## config.mk

```make
export PLATFORM = sky130hd
export DESIGN_NAME = expression_root_finder_flat
export DESIGN_NICKNAME = d
export VERILOG_FILES = /design/src/rtl/expression_pkg.sv /design/src/rtl/expression_root_finder_if.sv /design/src/rtl/expression_root_finder_horner_step.sv /design/src/rtl/expression_root_finder.sv /design/src/flat_wrapper.sv
export SDC_FILE = /design/constraint.sdc
export NUM_CORES = 1
export LEC_CHECK = 0
export BUFFER_PORTS_ARGS = -buffer_cell sky130_fd_sc_hd__buf_2
export CORE_MARGIN = 2
export CORE_UTILIZATION = 45
export DETAILED_ROUTE_END_ITERATION = 16
export PLACE_DENSITY_LB_ADDON = 0.3
export SYNTH_ARGS = -nofsm -noshare
export SYNTH_HDL_FRONTEND = slang
export SYNTH_SLANG_ARGS = --single-unit
```

## constraint.sdc

```tcl
create_clock -name clk -period 9.4 [get_ports clk]
set_input_delay 0.94 -clock clk [delete_from_list [all_inputs] [get_ports clk]]
set_output_delay 0.94 -clock clk [all_outputs]
set_load 0.03 [all_outputs]
```

## src/rtl/expression_pkg.sv

```systemverilog
// rtl/expression_pkg.sv - shared widths, bounds, state encoding and sign-extension helper
package expression_pkg;

  localparam int X_W    = 8;
  localparam int COEF_W = 16;
  localparam int ACC_W  = 40;

  localparam logic signed [X_W-1:0] X_MIN = {1'b1, {(X_W-1){1'b0}}};
  localparam logic signed [X_W-1:0] X_MAX = {1'b0, {(X_W-1){1'b1}}};

  typedef enum logic [1:0] {
    IDLE  = 2'd0,
    EVAL1 = 2'd1,
    EVAL2 = 2'd2,
    DONE  = 2'd3
  } state_e;

  function automatic logic signed [ACC_W-1:0] sext_coef(input logic signed [COEF_W-1:0] v);
    return {{(ACC_W-COEF_W){v[COEF_W-1]}}, v};
  endfunction

endpackage

```

## src/rtl/expression_root_finder_if.sv

```systemverilog
// rtl/expression_root_finder_if.sv - start/done search handshake with coefficients and result
interface expression_root_finder_if;
  import expression_pkg::*;

  logic                     start;
  logic signed [COEF_W-1:0] a;
  logic signed [COEF_W-1:0] b;
  logic signed [COEF_W-1:0] c;
  logic signed [COEF_W-1:0] y;
  logic signed [X_W-1:0]    x_found;
  logic                     found;
  logic                     not_found;
  logic                     busy;
  logic                     done;

  modport master (
    output start, a, b, c, y,
    input  x_found, found, not_found, busy, done
  );

  modport slave (
    input  start, a, b, c, y,
    output x_found, found, not_found, busy, done
  );

endinterface

```

## src/rtl/expression_root_finder_horner_step.sv

```systemverilog
// rtl/expression_root_finder_horner_step.sv - one Horner step acc*x + k at full ACC_W width
module horner_step
  import expression_pkg::*;
(
  input  logic signed [ACC_W-1:0] acc,
  input  logic signed [X_W-1:0]   x,
  input  logic signed [ACC_W-1:0] k,
  output logic signed [ACC_W-1:0] res
);

  logic signed [ACC_W-1:0] x_ext;

  assign x_ext = {{(ACC_W-X_W){x[X_W-1]}}, x};
  assign res   = acc * x_ext + k;

endmodule

```

## src/rtl/expression_root_finder.sv

```systemverilog
// rtl/expression_root_finder.sv - ascending search over signed X for A*X^2+B*X+C == Y
module expression_root_finder
  import expression_pkg::*;
(
  input  logic                    clk,
  input  logic                    rst,
  expression_root_finder_if.slave bus
);

  state_e                   state_q, state_d;
  logic signed [COEF_W-1:0] a_q, a_d;
  logic signed [COEF_W-1:0] b_q, b_d;
  logic signed [COEF_W-1:0] c_q, c_d;
  logic signed [COEF_W-1:0] y_q, y_d;
  logic signed [X_W-1:0]    x_q, x_d;
  logic signed [ACC_W-1:0]  p_q, p_d;
  logic signed [X_W-1:0]    x_found_q, x_found_d;
  logic                     found_q, found_d;
  logic                     not_found_q, not_found_d;

  logic signed [ACC_W-1:0]  step_acc;
  logic signed [ACC_W-1:0]  step_k;
  logic signed [ACC_W-1:0]  step_res;
  logic                     match;

  // One multiplier serves both Horner steps: EVAL1 forms A*x+B, EVAL2 forms p*x+C.
  always_comb begin
    step_acc = p_q;
    step_k   = sext_coef(c_q);
    if (state_q == EVAL1) begin
      step_acc = sext_coef(a_q);
      step_k   = sext_coef(b_q);
    end
  end

  horner_step u_step (
    .acc (step_acc),
    .x   (x_q),
    .k   (step_k),
    .res (step_res)
  );

  // Full-width compare so a value that only aliases Y in its low bits never matches.
  assign match = (step_res == sext_coef(y_q));

  always_comb begin
    state_d     = state_q;
    a_d         = a_q;
    b_d         = b_q;
    c_d         = c_q;
    y_d         = y_q;
    x_d         = x_q;
    p_d         = p_q;
    x_found_d   = x_found_q;
    found_d     = found_q;
    not_found_d = not_found_q;
    case (state_q)
      IDLE: begin
        if (bus.start) begin
          a_d         = bus.a;
          b_d         = bus.b;
          c_d         = bus.c;
          y_d         = bus.y;
          x_d         = X_MIN;
          p_d         = '0;
          x_found_d   = '0;
          found_d     = 1'b0;
          not_found_d = 1'b0;
          state_d     = EVAL1;
        end
      end
      EVAL1: begin
        p_d     = step_res;
        state_d = EVAL2;
      end
      EVAL2: begin
        if (match) begin
          x_found_d = x_q;
          found_d   = 1'b1;
          state_d   = DONE;
        end else if (x_q == X_MAX) begin
          not_found_d = 1'b1;
          state_d     = DONE;
        end else begin
          x_d     = x_q + X_W'(1);
          state_d = EVAL1;
        end
      end
      DONE: begin
        state_d = IDLE;
      end
      default: begin
        state_d = IDLE;
      end
    endcase
  end

  always_ff @(posedge clk or negedge rst) begin
    if (!rst) begin
      state_q     <= IDLE;
      a_q         <= '0;
      b_q         <= '0;
      c_q         <= '0;
      y_q         <= '0;
      x_q         <= '0;
      p_q         <= '0;
      x_found_q   <= '0;
      found_q     <= 1'b0;
      not_found_q <= 1'b0;
    end else begin
      state_q     <= state_d;
      a_q         <= a_d;
      b_q         <= b_d;
      c_q         <= c_d;
      y_q         <= y_d;
      x_q         <= x_d;
      p_q         <= p_d;
      x_found_q   <= x_found_d;
      found_q     <= found_d;
      not_found_q <= not_found_d;
    end
  end

  assign bus.x_found   = x_found_q;
  assign bus.found     = found_q;
  assign bus.not_found = not_found_q;
  assign bus.busy      = (state_q == EVAL1) || (state_q == EVAL2);
  assign bus.done      = (state_q == DONE);

endmodule
```

## src/flat_wrapper.sv

```systemverilog
// flat-port wrapper written by rule: the top's interface ports become plain ports
module expression_root_finder_flat import expression_pkg::*;
  (clk, rst, bus_start, bus_a, bus_b, bus_c, bus_y, bus_x_found, bus_found, bus_not_found, bus_busy, bus_done);
  expression_root_finder_if bus_i ();
  input  logic clk;
  input  logic rst;
  input wire logic [$bits(bus_i.start)-1:0] bus_start;
  input wire logic [$bits(bus_i.a)-1:0] bus_a;
  input wire logic [$bits(bus_i.b)-1:0] bus_b;
  input wire logic [$bits(bus_i.c)-1:0] bus_c;
  input wire logic [$bits(bus_i.y)-1:0] bus_y;
  output wire logic [$bits(bus_i.x_found)-1:0] bus_x_found;
  output wire logic [$bits(bus_i.found)-1:0] bus_found;
  output wire logic [$bits(bus_i.not_found)-1:0] bus_not_found;
  output wire logic [$bits(bus_i.busy)-1:0] bus_busy;
  output wire logic [$bits(bus_i.done)-1:0] bus_done;
  assign bus_i.start = bus_start;
  assign bus_i.a = bus_a;
  assign bus_i.b = bus_b;
  assign bus_i.c = bus_c;
  assign bus_i.y = bus_y;
  assign bus_x_found = bus_i.x_found;
  assign bus_found = bus_i.found;
  assign bus_not_found = bus_i.not_found;
  assign bus_busy = bus_i.busy;
  assign bus_done = bus_i.done;
  expression_root_finder u_core (.clk(clk), .rst(rst), .bus(bus_i));
endmodule
```

==> impl_metrics.toml, run 1 <==
[run_status]
outcome = "finished, final reports clean"

[route]
ant_nets = 0
routedWlPerCell_um = 19.8
via_count = 12300
wirelength_um = 42600
via_per_inst = 5.73
drt_iter0_markers = 1015
drt_pre_antenna_iters = 5
drcViolationCount = 0

[setup_path]
crit_family = "adder cells"
crit_start = "u_core.state_q[1]"
end_kind = "flop"
reg2reg_depth = 24
cp_slowest_stage_delay_ps = 660
start_kind = "flop"
cp.arrival_ps = 8750
path_common_cell = "fa_1"
worst-path-buf-inv = 3
path_class = "flop to flop"
cp.depth = 24
rr_startpoint = "u_core.state_q[1]"
rrSetupSlack_ps = 940
crit_fanout = 20
crit_path_cell_trace = "inv_1, ha_2, buf_4, mux2_2, or2_2, fa_1, fa_1, fa_1, inv_1, fa_1, ha_1, ha_1, nand2_1, o21ai_0, a22oi_1, o311a_1, o41ai_2, xnor2_1, nor2_1, and4_2, o2111a_1, o21ai_0, nand2_1, o311a_1"
r2r-end = "u_core.x_q[6]"
crit_slowest_cell = "o21ai_0"
worstPathRequired_ps = 9700

[job]
drv_cap = 0

[worst_hold_path]
hp-start = "u_core.bus.found"
min_to = "u_core.bus.found"
hold_path.class = "flop to flop"
hold_depth = 1

[yosys]
synth_fp_nets = 2032
avgSynthCellArea_um2 = 9.83
synth_top_area_share_pct = 30.3
ys.flop_type = "dfrtp_1"
yosysTopAreaCell = "fa_1"
ys_types = 95
async_flop_share_pct = 100
syn_inst = 1634
synth_edf_count = 0
synth_seq_cells = 124
netlist_area_um2 = 16100
ys_warn_count = 0
synth_area_leaders = "fa_1 30%, dfrtp_1 19%, ha_1 6.9%"
seq_area_frac_synth_pct = 19.3

[grt]
antenna_found_initial = 0
grt_max_degree = 71
grt_remaining_overflow = 0
grt_util_all_layers_pct = 24.4
grt_pass1_wl_um = 70700
grt_pass1_vias = 13000

[clock_tree]
clockBufferDepth = 2
cts_resized = 0
post_cts_buffers = 0
clk_pin_slew_ps = 60
htree_levels = 4
cts.sinks = 124
hold_buffers = 0
cts_buffers = 17
cts_tree = "built"
insertion_delay_ps = 420
root_buffer = "clkbuf_16"

[sta]
finalSetupViolCount = 0
finalHoldViolations = 0
post-route-min-period_ps = 8460
timing.fmax_ghz = 0.118
finalMaxSlewViolations = 0
finClkSkew_ps = 11.0
relSlewSlack_pct = 19.7
fin_ws_ps = 945
rsz0062_at_grt = "false"
fin_crit_sh_pct = 89.9
tightest_slew_ps = 1200
tns_ps = 0

[cells_and_area]
fin_area_um2 = 17400
areaGrowthSynthToFinish_pct = 8.26
antenna_cells = 0
drive_gt1_share_pct = 16.1
finalNonFillerCells = 2148
finalNetCount = 2072

[die]
row_count = 69
core-area_um2 = 35400
die_w_um = 193
dieHeight_um = 193
start_util_pct = 45.4
floorplan.die_area_um2 = 37200
ios = 79

[placed_design]
portBuffers = 78
dp_hpwl_um = 33400
postPlaceCellArea_um2 = 16800
dp_cells = 2116
dpl_worst_slack_ps = 1080
routabilityCongestion = 0.904
[stage by stage]
step	util [%]	hold WS, ps
floorplan	-	446
detailed placement	47.6	472
finish	49.1	478
global placement	47.6	463
CTS	49.1	486
global route	49.1	514
[per-layer routing]
metal / global-route usage (%) / part of all wire [%] / routed length (um)
met1: 35.4 / 46 / 19600
met2: 39.0 / 46 / 19500
met3: 3.37 / 6.2 / 2650
met4: 6.09 / 2.0 / 872
met5: 0 / 0 / 0
[cell usage after synthesis, types with 4 or more instances]
cell type,instances
mux2_2,79
a211oi_1,5
nor4_1,13
xor2_1,15
nand3_1,24
o21bai_1,5
o31ai_1,9
nor2_1,46
dfrtp_1,124
buf_4,4
and2_1,32
a21oi_1,49
buf_6,5
o41ai_1,4
buf_2,10
nor3_1,15
mux2i_1,23
a31oi_1,8
o21a_1,8
a21o_1,24
fa_1,243
nand4_1,10
a311oi_1,5
o211ai_1,5
clkbuf_1,54
ha_1,88
or3_1,4
inv_1,196
nor2b_1,36
xnor2_1,36
nand2b_1,16
o22ai_1,5
buf_1,4
nand2_1,214
a22o_1,30
or2_2,27
o21ai_0,75
[cell type report]
type,count,area [um^2]
clock buffer,19,443
sequential,124,3100
timing repair buffer,103,581
clock inverter,13,108
inverter,196,736
multi-input combinational,1232,11800
fill,3278,18000
tap,461,577
[worst max-delay path by stage]
stage                                 end  slack [ps]
floorplan                   u_core.x_q[6]         790
detailed placement          u_core.x_q[6]        1080
global placement            u_core.x_q[6]        1000
global route        u_core.bus.x_found[5]         470
finish                      u_core.x_q[6]         940
CTS                         u_core.x_q[6]        1020
[flip-flops by register name (all words and copies together) (netlist names)]
register,flops
u_core.c_q,16
u_core.bus.x_found,8
u_core.p_q,40
u_core.x_q,8
u_core.bus.not_found,1
u_core.state_q,2
u_core.y_q,16
u_core.b_q,16
u_core.bus.found,1
u_core.a_q,16
[cells by family (layout without fill, tap and decap cells)]
group	after synthesis	in the layout	synth area share (%)
AND/OR/NAND/NOR	467	467	14.4
adder cells (fa/ha/maj)	331	331	37.1
AO/OA/AOI/OAI	280	280	12.2
buffers and inverters	278	331	7.05
flip-flops	124	124	19.3
multiplexers	102	102	6.97
XOR/XNOR	52	52	2.92
[layout by cell type (no fill, tap or decap), types with 5 or more instances in the layout]
| master | instances |
|---|---|
| o21bai_1 | 5 |
| or2_2 | 27 |
| nor2_1 | 46 |
| fa_1 | 243 |
| nand3_1 | 24 |
| nand2b_1 | 16 |
| o22ai_1 | 5 |
| inv_1 | 196 |
| xor2_1 | 15 |
| buf_4 | 26 |
| mux2_2 | 79 |
| mux2i_1 | 23 |
| nand2_1 | 213 |
| a211oi_1 | 5 |
| o21a_1 | 8 |
| xnor2_1 | 36 |
| a31oi_1 | 8 |
| buf_2 | 77 |
| nor4_1 | 13 |
| o31ai_1 | 9 |
| and2_1 | 32 |
| a21o_1 | 24 |
| o21ai_0 | 75 |
| nand4_1 | 10 |
| clkbuf_16 | 17 |
| a311oi_1 | 5 |
| dfrtp_1 | 124 |
| nor2b_1 | 36 |
| ha_1 | 87 |
| o211ai_1 | 5 |
| a21oi_1 | 48 |
| nor3_1 | 15 |
| a22o_1 | 30 |
Power of run 1 is left out: the tool's default activity adds up to more than one toggle a clock period on the data nets, which glitch-free logic cannot reach.
==> run 2, diff against run 1 <==
--- a/config.mk
+++ b/config.mk
@@ -6,6 +6,7 @@
 export NUM_CORES = 1
 export LEC_CHECK = 0
 export BUFFER_PORTS_ARGS = -buffer_cell sky130_fd_sc_hd__buf_2
+export CORE_ASPECT_RATIO = 0.7
 export CORE_MARGIN = 2
 export CORE_UTILIZATION = 45
 export DETAILED_ROUTE_END_ITERATION = 16
==> run 2 against run 1 <==
Fmax shrank 2.2%. Count of clock-buffer cells in the layout decreased by 2. Via count fell by 1.1%. Global-route usage is 0.92 points higher. Critical path type unchanged.
==> impl_metrics.toml, run 2 (same netlist as run 1, synthesis figures left out) <==
[clock_tree]
insertion_delay_ps = 450
post_cts_buffers = 0
cts.sinks = 124
hold_buffers = 0
clockBufferDepth = 2
cts_resized = 0
root_buffer = "clkbuf_16"
cts_buffers = 17
cts_tree = "built"
htree_levels = 4
clk_pin_slew_ps = 60

[setup_path]
crit_start = "u_core.state_q[1]"
start_kind = "flop"
cp_slowest_stage_delay_ps = 660
cp.arrival_ps = 9030
crit_slowest_cell = "mux2i_1"
path_common_cell = "fa_1"
rr_startpoint = "u_core.state_q[1]"
end_kind = "flop"
rrSetupSlack_ps = 750
worstPathRequired_ps = 9790
path_class = "flop to flop"
crit_path_cell_trace = "inv_1, ha_2, buf_4, mux2i_1, nand2_1, fa_1, fa_1, fa_1, fa_1, inv_1, fa_1, ha_1, nand3_1, o211ai_1, a221oi_1, o31ai_1, xor2_1, inv_1, or4_4, o41ai_4, o2111a_1, and3_1, a22o_1"
crit_fanout = 30

[sta]
relSlewSlack_pct = 24.9
finalHoldViolations = 0
finalMaxSlewViolations = 0
rsz0062_at_grt = "false"
timing.fmax_ghz = 0.116
fin_crit_sh_pct = 92.0
worst_hold_slack_ps = 439
tightest_slew_ps = 1130
finClkSkew_ps = 10.2
finalSetupViolCount = 0
post-route-min-period_ps = 8650
tns_ps = 0

[route]
drt_iter0_markers = 1182
met2_length_um = 18100
via_count = 12200
ant_nets = 0
routedWlPerCell_um = 20.8
top_layer = "met4"
via_per_inst = 5.65
wl_met1_um = 20900
drt_pre_antenna_iters = 5
wl_met3_um = 5260
wirelength_um = 44700
drcViolationCount = 0

[grt]
grt_util_all_layers_pct = 25.4
grt_max_degree = 74
grt_remaining_overflow = 0
grt_pass1_wl_um = 72600
grt_pass1_vias = 12700
antenna_found_initial = 0

[cells_and_area]
antenna_cells = 0
areaGrowthSynthToFinish_pct = 8.51
multiInputGateArea_um2 = 11900
regArea_um2 = 3100
final_core_util_pct = 49.9
final_common_cell = "fa_1"
mostFrequentLayoutCells = "243 x fa_1, 213 x nand2_1, 196 x inv_1"
top_register = "u_core.p_q"
finalNetCount = 2067
drive_gt1_share_pct = 15.9
largest_reg_flops = 40
fillerInstances = 3208

[job]
drv_cap = 0

[placed_design]
routabilityCongestion = 0.948
dp_hpwl_um = 35100
portBuffers = 78

[worst_hold_path]
hold_path.class = "primary input to async pin"

[die]
start_util_pct = 46.0
floorplan.die_area_um2 = 37300
die_w_um = 230
ios = 79
row_count = 57
core-area_um2 = 34900
dieHeight_um = 162

[run_status]
outcome = "finished, final reports clean"
-- run 2: changes by cell type in the layout (fill, tap and decap cells not counted), moves of 2 or more --
cell,delta
inv_8,+4
clkinvlp_4,-2
bufinv_16,+2
buf_4,-6
-- run 2: worst paths after layout --
| check | end | cells past startpoint |
|---|---|---|
| max in group asynchronous | u_core.bus.x_found[2] | 2 |
| worst max-delay path | u_core.bus.x_found[0] | 23 |
| worst min register to register | u_core.p_q[9] | 2 |
| worst min-delay path | u_core.y_q[14] | 1 |
| min in group clk | u_core.p_q[9] | 2 |
| worst max register to register | u_core.bus.x_found[0] | 23 |
-- run 2: routing by layer --
metal	GRT usage, %	vias to the layer above
met5	0	-
met4	4.63	0
met3	10.0	42
met2	35.0	545
met1	37.7	6080
li1	-	5498
-- run 2: worst max-delay path, delay by kind of cell, from the launching register on --
| family | cells | cell delay (ps) |
|---|---|---|
| simple gates | 4 | 1290 |
| mux | 1 | 660 |
| buf+inv | 4 | 740 |
| xor+xnor | 1 | 250 |
| fa+ha+maj | 7 | 3270 |
| flops | 1 | 430 |
| compound gates | 6 | 1900 |
-- run 2: area by class of cell --
type | count | share of cell area (%)
multi-input combinational | 1232 | 68.0
sequential | 124 | 17.8
inverter | 196 | 4.22
tap | 472 | 3.39
timing repair buffer | 98 | 3.14
clock buffer | 17 | 2.44
clock inverter | 15 | 1.03
-- run 2: per-stage QoR --
stage	setup WS [ps]	instances	area (um^2)
3_3_place_gp	1070	2122	16800
3_5_place_dp	844	2122	16800
4_1_cts	839	2154	17400
2_1_floorplan	785	1634	16100
5_1_grt	292	2154	17400
6_report	752	2154	17400
Power of run 2 is left out for the same reason.
==> run 3, diff against run 2 <==
==> constraint.sdc (replaced) <==
create_clock -name clk -period 9.49 [get_ports clk]
set_input_delay 0.949 -clock clk [delete_from_list [all_inputs] [get_ports clk]]
set_output_delay 0.949 -clock clk [all_outputs]
set_load 0.03 [all_outputs]
==> run 3 against run 2 <==
Wire length fell by 0.59%. Via count rose by 0.20%. Global-route usage fell by 0.066 points. Sequential cell count did not move. Worst hold slack got worse by 5.6 ps. Core utilization fell by 0.11 points. Sequential share of layout area barely moved. Cell count barely moved. Largest cell class unchanged. Register-to-register slack improved by 20 ps. Die area did not move. Critical endpoint is now u_core.bus.x_found[3].
==> impl_metrics.toml, run 3 (same netlist as run 1, synthesis figures left out) <==
[clock_tree]
cts_tree = "built"
post_cts_buffers = 0
insertion_delay_ps = 450
cts.sinks = 124
htree_levels = 4
cts_resized = 0
cts_buffers = 17
clockBufferDepth = 2
root_buffer = "clkbuf_16"
clk_pin_slew_ps = 60
hold_buffers = 0

[die]
dieHeight_um = 162
row_count = 57
ios = 79
start_util_pct = 46.0
die_w_um = 230
core-area_um2 = 34900
floorplan.die_area_um2 = 37300

[cells_and_area]
mostFrequentLayoutCells = "243 x fa_1, 213 x nand2_1, 196 x inv_1"
top_register = "u_core.p_q"
finalNonFillerCells = 2153
final_common_cell = "fa_1"
areaGrowthSynthToFinish_pct = 8.27
fin_area_um2 = 17400
finalNetCount = 2066
largest_reg_flops = 40
drive_gt1_share_pct = 15.8
antenna_cells = 0

[grt]
grt_pass1_vias = 12800
antenna_found_initial = 0
grt_remaining_overflow = 0
grt_max_degree = 74
grt_pass1_wl_um = 73000
grt_util_all_layers_pct = 25.3

[placed_design]
portBuffers = 78
dp_cells = 2121
dp_hpwl_um = 35100
routabilityCongestion = 0.940
postPlaceCellArea_um2 = 16800

[setup_path]
crit_family = "adder cells"
start_kind = "flop"
path_common_cell = "fa_1"
path_class = "flop to flop"
worstPathRequired_ps = 9870
cp_slowest_stage_delay_ps = 630
crit_fanout = 30
crit_path_cell_trace = "inv_1, ha_2, buf_4, mux2i_1, nand2_1, fa_1, fa_1, fa_1, fa_1, inv_1, fa_1, ha_1, a21oi_1, nand2_1, o21ai_0, a2111oi_0, nor3_1, nand2_1, or4_4, o41ai_4, o2111a_1, and3_1, a22o_1"
worst-path-buf-inv = 3
end_kind = "flop"
crit_slowest_cell = "mux2i_1"
cp.arrival_ps = 9090

[sta]
tightest_slew_ps = 1400
finalHoldViolations = 0
worst_hold_slack_ps = 434
post-route-min-period_ps = 8720
fin_crit_sh_pct = 91.9
rsz0062_at_grt = "false"
finClkSkew_ps = 13.4
finalSetupViolCount = 0
tns_ps = 0
finalMaxSlewViolations = 0
relSlewSlack_pct = 6.63
timing.fmax_ghz = 0.115

[route]
ant_nets = 0
wirelength_um = 44500
drt_pre_antenna_iters = 7
drt_iter0_markers = 1096
routedWlPerCell_um = 20.7
via_per_inst = 5.66
via_count = 12200
drcViolationCount = 0

[run_status]
outcome = "finished, final reports clean"

[job]
drv_cap = 0

[worst_hold_path]
hold_path.class = "primary input to async pin"
[run 3: final cells by class]
| type | instances | area [um^2] |
|---|---|---|
| repair buffers | 97 | 539 |
| fillers | 3250 | 17600 |
| well taps | 472 | 591 |
| flip-flops and latches | 124 | 3100 |
| clock buffers | 19 | 443 |
| multi-input cells | 1232 | 11900 |
| inverters | 196 | 736 |
| clock inverters | 13 | 131 |
[run 3: worst paths after layout]
| kind | from | to | slack, ps | depth (start not counted) |
|---|---|---|---|---|
| worst min-delay path | rst | u_core.y_q[10] | 430 | 1 |
| min in group clk | u_core.p_q[39] | u_core.p_q[39] | 480 | 2 |
| worst min register to register | u_core.p_q[39] | u_core.p_q[39] | 480 | 2 |
| worst max-delay path | u_core.state_q[1] | u_core.bus.x_found[3] | 770 | 23 |
| max in group asynchronous | rst | u_core.bus.not_found | 7650 | 2 |
| worst max register to register | u_core.state_q[1] | u_core.bus.x_found[3] | 770 | 23 |
[run 3: through the flow]
step	util [%]	setup slack, ps
after floorplan	-	875
after global placement	48.1	1110
after detailed placement	48.1	979
after CTS	49.8	950
after global routing	49.8	332
final	49.8	772
[run 3: metal layers]
layer / share of wire [%] / up-vias / global-route usage, %
li1: - / 5486 / -
met1: 47 / 6164 / 38.0
met2: 41 / 493 / 34.7
met3: 11 / 46 / 9.76
met4: 1.3 / 0 / 4.37
met5: 0 / - / 0
Power of run 3 is left out for the same reason.
